**src/rtl/coef_loader.sv**
```systemverilog
// coef_loader: writable coefficient store for the FIR filter.
//
// A load session starts with a one-cycle start pulse. Coefficients then
// stream in over a valid/ready handshake and go into a register array, one
// word per cycle. The read side is the same combinational adr -> data lookup
// that the filter datapath already uses, so coefficients can be replaced at
// run time.
//
// Ports:
//   clk       rising-edge clock
//   rst_n     asynchronous active-low reset; clears the FSM, counter and storage
//   start     one-cycle pulse; begins a session, or restarts one in progress
//   in_valid  in_data carries a coefficient
//   in_ready  loader accepts a word this cycle; a registered decode of the state
//   in_data   coefficient word
//   busy      a session is in progress
//   done      all LUT_size words of the last session have been written
//   load_cnt  number of words accepted in the current or last session
//   adr       read address
//   data      coefficient at adr; 0 for adr >= LUT_size

// One storage entry. It is written only when we_i is high.
module coef_entry #(
  parameter int W = 16
) (
  input  logic         clk,
  input  logic         rst_n,
  input  logic         we_i,
  input  logic [W-1:0] d_i,
  output logic [W-1:0] q_o
);

  logic [W-1:0] val_q;

  always_ff @(posedge clk or negedge rst_n) begin
    if (!rst_n)    val_q <= '0;
    else if (we_i) val_q <= d_i;
  end

  assign q_o = val_q;

endmodule

module coef_loader #(
  parameter int LUT_size   = 16,
  parameter int data_width = 16,
  parameter int REVERSE    = 1
) (
  input  logic                           clk,
  input  logic                           rst_n,
  input  logic                           start,
  input  logic                           in_valid,
  output logic                           in_ready,
  input  logic [data_width-1:0]          in_data,
  output logic                           busy,
  output logic                           done,
  output logic [$clog2(LUT_size+1)-1:0]  load_cnt,
  input  logic [$clog2(LUT_size)-1:0]    adr,
  output logic [data_width-1:0]          data
);

  localparam int AW = $clog2(LUT_size);
  // One bit wider than AW when LUT_size is a power of two, so that a
  // complete count of LUT_size can be represented.
  localparam int CW = $clog2(LUT_size+1);

  typedef enum logic [1:0] {IDLE, LOAD, DONE} state_e;

  state_e                              state_q, state_d;
  logic [CW-1:0]                       cnt_q, cnt_d;
  logic                                rdy_q, busy_q, done_q;
  logic                                wr_en;
  logic [AW-1:0]                       wr_idx;
  logic [LUT_size-1:0]                 we;
  logic [LUT_size-1:0][data_width-1:0] mem;

  // A handshake is a write unless start arrives in the same cycle. In that
  // case the restart wins and the word is dropped.
  assign wr_en = rdy_q & in_valid & ~start;

  // While in LOAD, cnt_q is at most LUT_size-1, so its low AW bits address the
  // next entry.
  assign wr_idx = (REVERSE != 0) ? (AW'(LUT_size-1) - cnt_q[AW-1:0])
                                 : cnt_q[AW-1:0];

  always_comb begin
    state_d = state_q;
    cnt_d   = cnt_q;
    case (state_q)
      IDLE: begin
        if (start) begin
          state_d = LOAD;
          cnt_d   = '0;
        end
      end
      LOAD: begin
        if (start) begin
          cnt_d = '0;
        end else if (wr_en) begin
          cnt_d = cnt_q + CW'(1);
          if (cnt_q == CW'(LUT_size-1)) state_d = DONE;
        end
      end
      DONE: begin
        if (start) begin
          state_d = LOAD;
          cnt_d   = '0;
        end
      end
      default: state_d = IDLE;
    endcase
  end

  // The status outputs are flops loaded from the next state. in_ready
  // therefore never depends combinationally on in_valid.
  always_ff @(posedge clk or negedge rst_n) begin
    if (!rst_n) begin
      state_q <= IDLE;
      cnt_q   <= '0;
      rdy_q   <= 1'b0;
      busy_q  <= 1'b0;
      done_q  <= 1'b0;
    end else begin
      state_q <= state_d;
      cnt_q   <= cnt_d;
      rdy_q   <= (state_d == LOAD);
      busy_q  <= (state_d == LOAD);
      done_q  <= (state_d == DONE);
    end
  end

  for (genvar g = 0; g < LUT_size; g++) begin : g_ent
    assign we[g] = wr_en && (wr_idx == AW'(g));
    coef_entry #(.W(data_width)) u_ent (
      .clk   (clk),
      .rst_n (rst_n),
      .we_i  (we[g]),
      .d_i   (in_data),
      .q_o   (mem[g])
    );
  end

  // The read port is combinational. A write at an edge shows up on data after
  // that edge. Addresses with no entry behind them (possible when LUT_size is
  // not a power of two) read 0.
  always_comb begin
    data = '0;
    for (int i = 0; i < LUT_size; i++) begin
      if (adr == AW'(i)) data = mem[i];
    end
  end

  assign in_ready = rdy_q;
  assign busy     = busy_q;
  assign done     = done_q;
  assign load_cnt = cnt_q;

endmodule
```
**config.mk**
```make
export PLATFORM = sky130hd
export DESIGN_NAME = coef_loader
export DESIGN_NICKNAME = d
export VERILOG_FILES = /design/src/rtl/coef_loader.sv
export SDC_FILE = /design/constraint.sdc
export NUM_CORES = 1
export LEC_CHECK = 0
export BUFFER_PORTS_ARGS = -buffer_cell sky130_fd_sc_hd__buf_2
export CORE_MARGIN = 4
export CORE_UTILIZATION = 35
export DETAILED_ROUTE_END_ITERATION = 7
export PLACE_DENSITY = 0.6
export RECOVER_POWER = 50
export SKIP_CTS_REPAIR_TIMING = 1
export SYNTH_ARGS = -nofsm -noshare
export SYNTH_HDL_FRONTEND = slang
export SYNTH_SLANG_ARGS = --single-unit
```
**constraint.sdc**
```tcl
create_clock -name clk -period 2.78 [get_ports clk]
set_input_delay 0.139 -clock clk [delete_from_list [all_inputs] [get_ports clk]]
set_output_delay 0.139 -clock clk [all_outputs]
set_load 0.05 [all_outputs]
```
======== Yosys cells after proc, flatten, opt, wreduce, memory -nomap -nowiden ========
Index checks and enable logic that the tools add are counted.
storage, ports and cells
  input bits .............................. 24
  word-level logic and storage cells ...... 109
  register bits after elaboration ......... 265
  output and inout port bits .............. 24
operators by class
  reductions and logical operators ........ 22
  bitwise logic cells ..................... 3
  mux-type cells .......................... 25
  $add $sub $neg .......................... 2
  equality and inequality tests ........... 37
operators with widths
  cell                   count
  $mux W16               16
  $eq A4 B4 Y1 const B   16
  $eq A4 B3 Y1 const B   8
  $eq A4 B2 Y1 const B   4
  $logic_and A1 B1 Y1    16
  $mux W5                3
  $pmux W5 S2            1
  $eq A4 B1 Y1 const B   2
  $logic_not A4 Y1       2
  $mux W2                4
  $add A5 B1 Y5 const B  1
  $eq A5 B4 Y1 const B   1
  $eq A2 B1 Y1 const B   2
  $eq A2 B2 Y1 const B   2
  $pmux W2 S2            1
  $sub A4 B4 Y4 const A  1
  $ne A3 B3 Y1 const B   1
  $reduce_and A3 Y1      1
  $and A1 B1 Y1          2
  $logic_not A2 Y1       1
  $ne A2 B1 Y1 const B   1
  $reduce_bool A2 Y1     1
  $reduce_or A2 Y1       1
  $not A1 Y1             1

======== Logic depth before layout (Yosys ltp) ========
  depth after elaboration ................. 17
  gate-level depth with buffers ........... 8
  gate-level depth less buffers ........... 6

======== Hierarchy ========
From an unflattened synthesis, not the netlist that was laid out.
second synthesis, totals
  cells, all modules ...................... 1014
  area total of the unflattened synthesis .. 13563.0 µm²
by module, submodules not included
  module       times used  sequential area each (µm²)  area an instance (µm²)  cells an instance
  coef_entry   16          400.4                       649.4                   34
  coef_loader  1           225.2                       3173.0                  470

======== Worst setup path after synthesis ========
No wires, ideal clock.
  path kind ............................... input port to output port
  start ................................... input adr[1]
  end ..................................... output data[4]
  arrival ................................. 2.591 ns
  cell stages on the path ................. 7
  buffers on the path ..................... 3
  path slack .............................. 0.050 ns
  required time ........................... 2.641 ns
  cell sequence ........................... buf_2 > buf_2 > buf_2 > a21oi_1 > nor2_1 > a21oi_1 > o41ai_1
on the way
  cells in the longest elaborated chain, start to end .. 17
  elaborated cells between the ends (all ways) .. 32
  classes of those cells .................. eq/ne: 15; mux: 16; reduce/logical: 1
ends and longest elaborated chain
  what                    line  text
  from (decl)             58    input logic [$clog2(LUT_size)-1:0] adr,
  $logic_not A4 Y1        149   if (adr == AW'(i)) data = mem[i];
  $mux W16 (15 in a row)  149
  $mux W16 *              149
  to (decl)               59    output logic [data_width-1:0] data
Mark *: on every way between the ends. The rest lies on a longest branch, timed or not.

======== Worst setup path in the final report ========
  start ................................... register g_ent[13].u_ent.val_q[7]
  end ..................................... output data[7]
on the way
  cells in the longest elaborated chain, start to end .. 3
ends and longest elaborated chain
  what                    line  text
  from (decl)             33    logic [W-1:0] val_q;
  from (signal assigned)  37    else if (we_i) val_q <= d_i;
  $mux W16 (3 in a row)   149
No other way between the ends.

==> flow_summary.yaml <==
floorplanning:
  core_area_sq_um: 36500
  num_rows: 70
  die_w_um: 200
  start_util_pct: 35.4
  dieArea_sq_um: 40000
  io_pins: 48
  die_y_um: 200
run:
  cap_violations: 1
synth:
  syn_nets: 989
  ys_types: 62
  synthArstFlopShare_pct: 100
  yosysWarnings: 0
  ys_seq_area_share_pct: 51.3
  netlist_area_sq_um: 12900
  avgSynthCellArea_sq_um: 13.5
  synth_seq_cells: 265
  synth_top_cell_area_share_pct: 51.3
  ys_dominant_reg_cell: "dfrtp_1"
  synth_common_cells: "265 x dfrtp_1, 158 x mux2_2, 110 x mux2_1, 43 x o21ai_0"
  synth_most_common_cell: "dfrtp_1"
  syn_inst: 960
  synth_area_leaders: "dfrtp_1 51%, mux2_2 14%, mux2_1 9.6%"
  synth_edf_count: 0
  synth.largest_area_cell: "dfrtp_1"
setup_path:
  critPathKind: "flop to output port"
  slowest_delay_ns: 0.54
  critPathTopFamily: "multiplexers"
  startpoint_type: "flop"
  endpoint_kind: "output port"
  worst_path_max_delay_cell: "mux4_1"
  cp.arrival_ns: 2.29
  reg2reg_to: "g_ent[10].u_ent.q_o[1]$_DFFE_PN0P_"
  required_ns: 2.64
  regToRegSetupSlack_ns: 0.71
  path_buf_inv: 1
  path_cells: "mux4_1 -> nand2_1 -> nand2_1 -> a21oi_1 -> a2bb2o_1 -> buf_2"
  r2r-start: "busy$_DFF_PN0_"
  worstRegToRegCells: 5
  critPathMaxFanout: 2
  cp_common_cell: "nand2_1"
global_routing:
  grt-ovfl-total: 0
  antenna_found_initial: 3
  grt_pass1_wl_um: 53600
  track_usage_pct: 16.9
  first_global_vias: 8501
  grt_max_degree: 86
sta:
  finalSetupViolations: 0
  hold_viol_final: 1
  tightest_slew_ns: 2.06
  fmax_mhz: 411
  worst_hold_slack_ns: -0.00167
  relSlewSlack_pct: -37.6
  finalCriticalPeriod_ns: 2.43
  period_share_pct: 87.5
  rsz0062_at_grt: "false"
  clock_skew_ns: 0.00794
  final.setup.tns_ns: 0
  finalMaxSlewViolations: 84
detailed_routing:
  wl_met2_um: 15600
  via_per_inst: 5.57
  drc_errors: 0
  drt_iter0_drc: 576
  wl_met3_um: 1530
  wl_per_cell_um: 23.1
  met1_length_um: 16400
  vias: 8297
  top_layer: "met5"
  final_antenna_net_count: 0
  dr.pass1.iters: 5
  drt-total-wl_um: 34300
clocking:
  cts_tree: "done"
  clock-sinks: 265
  clkLatencyLatePin_ns: 0.54
  path_clk_slew_ns: 0.06
  clock-root-buffer: "clkbuf_16"
  clock_path_buffers: 3
  numCtsBuffers: 29
  cts.htree.levels: 1
pwr:
  clock_power_share_pct: 41.6
  pwr-share-comb_pct: 11.8
  p_int_mw: 6.90
  power_leakage_nw: 7.16
  p_sw_share_pct: 25.4
  peakVddDrop_mv: 0.425
  seq_power_share_pct: 46.6
  p_sw_mw: 2.35
  powerDensity_nw_per_um2: 633
status:
  violations: "hold timing, capacitance limit, slew limit"
  status: "finished with violations"
min_path:
  min_from: "in_data[11]"
  hold_depth: 3
  hp-class: "primary input to flop"
  holdPathEnd: "g_ent[11].u_ent.q_o[11]$_DFFE_PN0P_"
cells_and_area:
  layout-drive-gt1-share_pct: 31.0
  n_fill_cell: 3420
  layout.nets: 1028
  stdcell_count: 1490
  syn2layout_area_growth_pct: 13.1
placement:
  io_buffers: 47
  dp_hpwl_um: 21400
  place_congestion: 0.805
  dp.cells: 1434
layout by cell type, fill, tap and decap left out, types with 5 or more instances in the layout:
master     synthesis  layout
clkbuf_1          22      14
buf_4             12      28
clkbuf_8           0      10
buf_2             25      36
mux4_2            14      14
o221ai_1           7       7
nor2_8            10      10
a21oi_1           39      39
mux2_2           158     158
o22ai_1            7       7
o211ai_1           6       6
clkbuf_16          0      29
buf_12             0       8
mux2i_1           28      28
dfrtp_1          265     265
nand2b_1          10      10
mux4_1            10      10
nand3_1           10      10
nor2b_1           14      14
o21ai_0           43      43
a31oi_1            9       9
inv_1              8       8
mux2_1           110     110
ha_1               5       5
nor2_1            26      26
nand2_1           39      40
layer usage:
layer	global-route usage [%]	vias to the layer above
met5	0	-
met1	25.0	4414
met2	26.5	207
met4	3.74	2
met3	2.48	46
li1	-	3628
cell type report:
class | count | area [sq um] | area share [%]
Antenna cell | 1 | 2.50 | 0.0171
Clock buffer | 45 | 886 | 6.06
Clock inverter | 8 | 73.8 | 0.505
Inverter | 8 | 30.0 | 0.205
Multi-Input combinational cell | 613 | 5800 | 39.7
Sequential cell | 265 | 6630 | 45.4
Tap cell | 468 | 586 | 4.01
Timing Repair Buffer | 82 | 601 | 4.11
sequential cells by signal, summed over array words and instances, names as in the netlist:
register / cells
g_ent.u_ent.q_o: 256
load_cnt: 5
state_q: 2
busy: 1
done: 1
worst max-delay path by stage:
stage	slack, ns	to	cells past startpoint	from
4_1_cts	0.32	data[7]	6	g_ent[13].u_ent.q_o[7]$_DFFE_PN0P_
5_1_grt	0.26	g_ent[0].u_ent.q_o[13]$_DFFE_PN0P_	3	rst_n
3_3_place_gp	0.38	data[15]	5	adr[0]
3_5_place_dp	0.37	data[15]	5	adr[0]
2_1_floorplan	0.05	data[4]	7	adr[1]
6_report	0.35	data[7]	6	g_ent[13].u_ent.q_o[7]$_DFFE_PN0P_
cell families (layout without fill, tap and decap cells):
| logic type | Yosys count | after routing | share of synthesized area, % |
|---|---|---|---|
| fa+ha+maj | 5 | 5 | 0.484 |
| simple gates | 133 | 133 | 6.78 |
| other cells | 0 | 1 | 0 |
| buf+inv | 82 | 143 | 3.73 |
| flops | 265 | 265 | 51.3 |
| compound gates | 155 | 155 | 7.67 |
| mux | 320 | 320 | 30.0 |
power by group through the flow:
stage	combinational (mW)	clock [mW]	sequential, mW
after global routing	1.18	4.10	4.35
after floorplan	0.740	0	4.34
after global placement	1.08	0	4.37
final	1.09	3.85	4.31
after detailed placement	1.10	0	4.38
after CTS	1.10	3.92	4.31
tightest hold or removal path: cells and delay by family:
kind | cells | cell delay, ns
buffers and inverters | 1 | 0.19
AND/OR/NAND/NOR | 1 | 0.08
AO/OA/AOI/OAI | 1 | 0.07
metrics by stage:
stage	hold WS, ns	power, mW	setup WS [ns]	util, %	instance area, sq um
after floorplan	-0.157	5.08	0.0495	-	12900
after global placement	0.210	5.45	0.379	37.4	13700
after detailed placement	0.214	5.48	0.370	37.4	13700
after CTS	-0.365	9.34	0.316	40.0	14600
after global routing	0.0117	9.63	0.257	40.0	14600
final	-0.00167	9.25	0.347	40.0	14600
(Power assumes the default switching activity.)
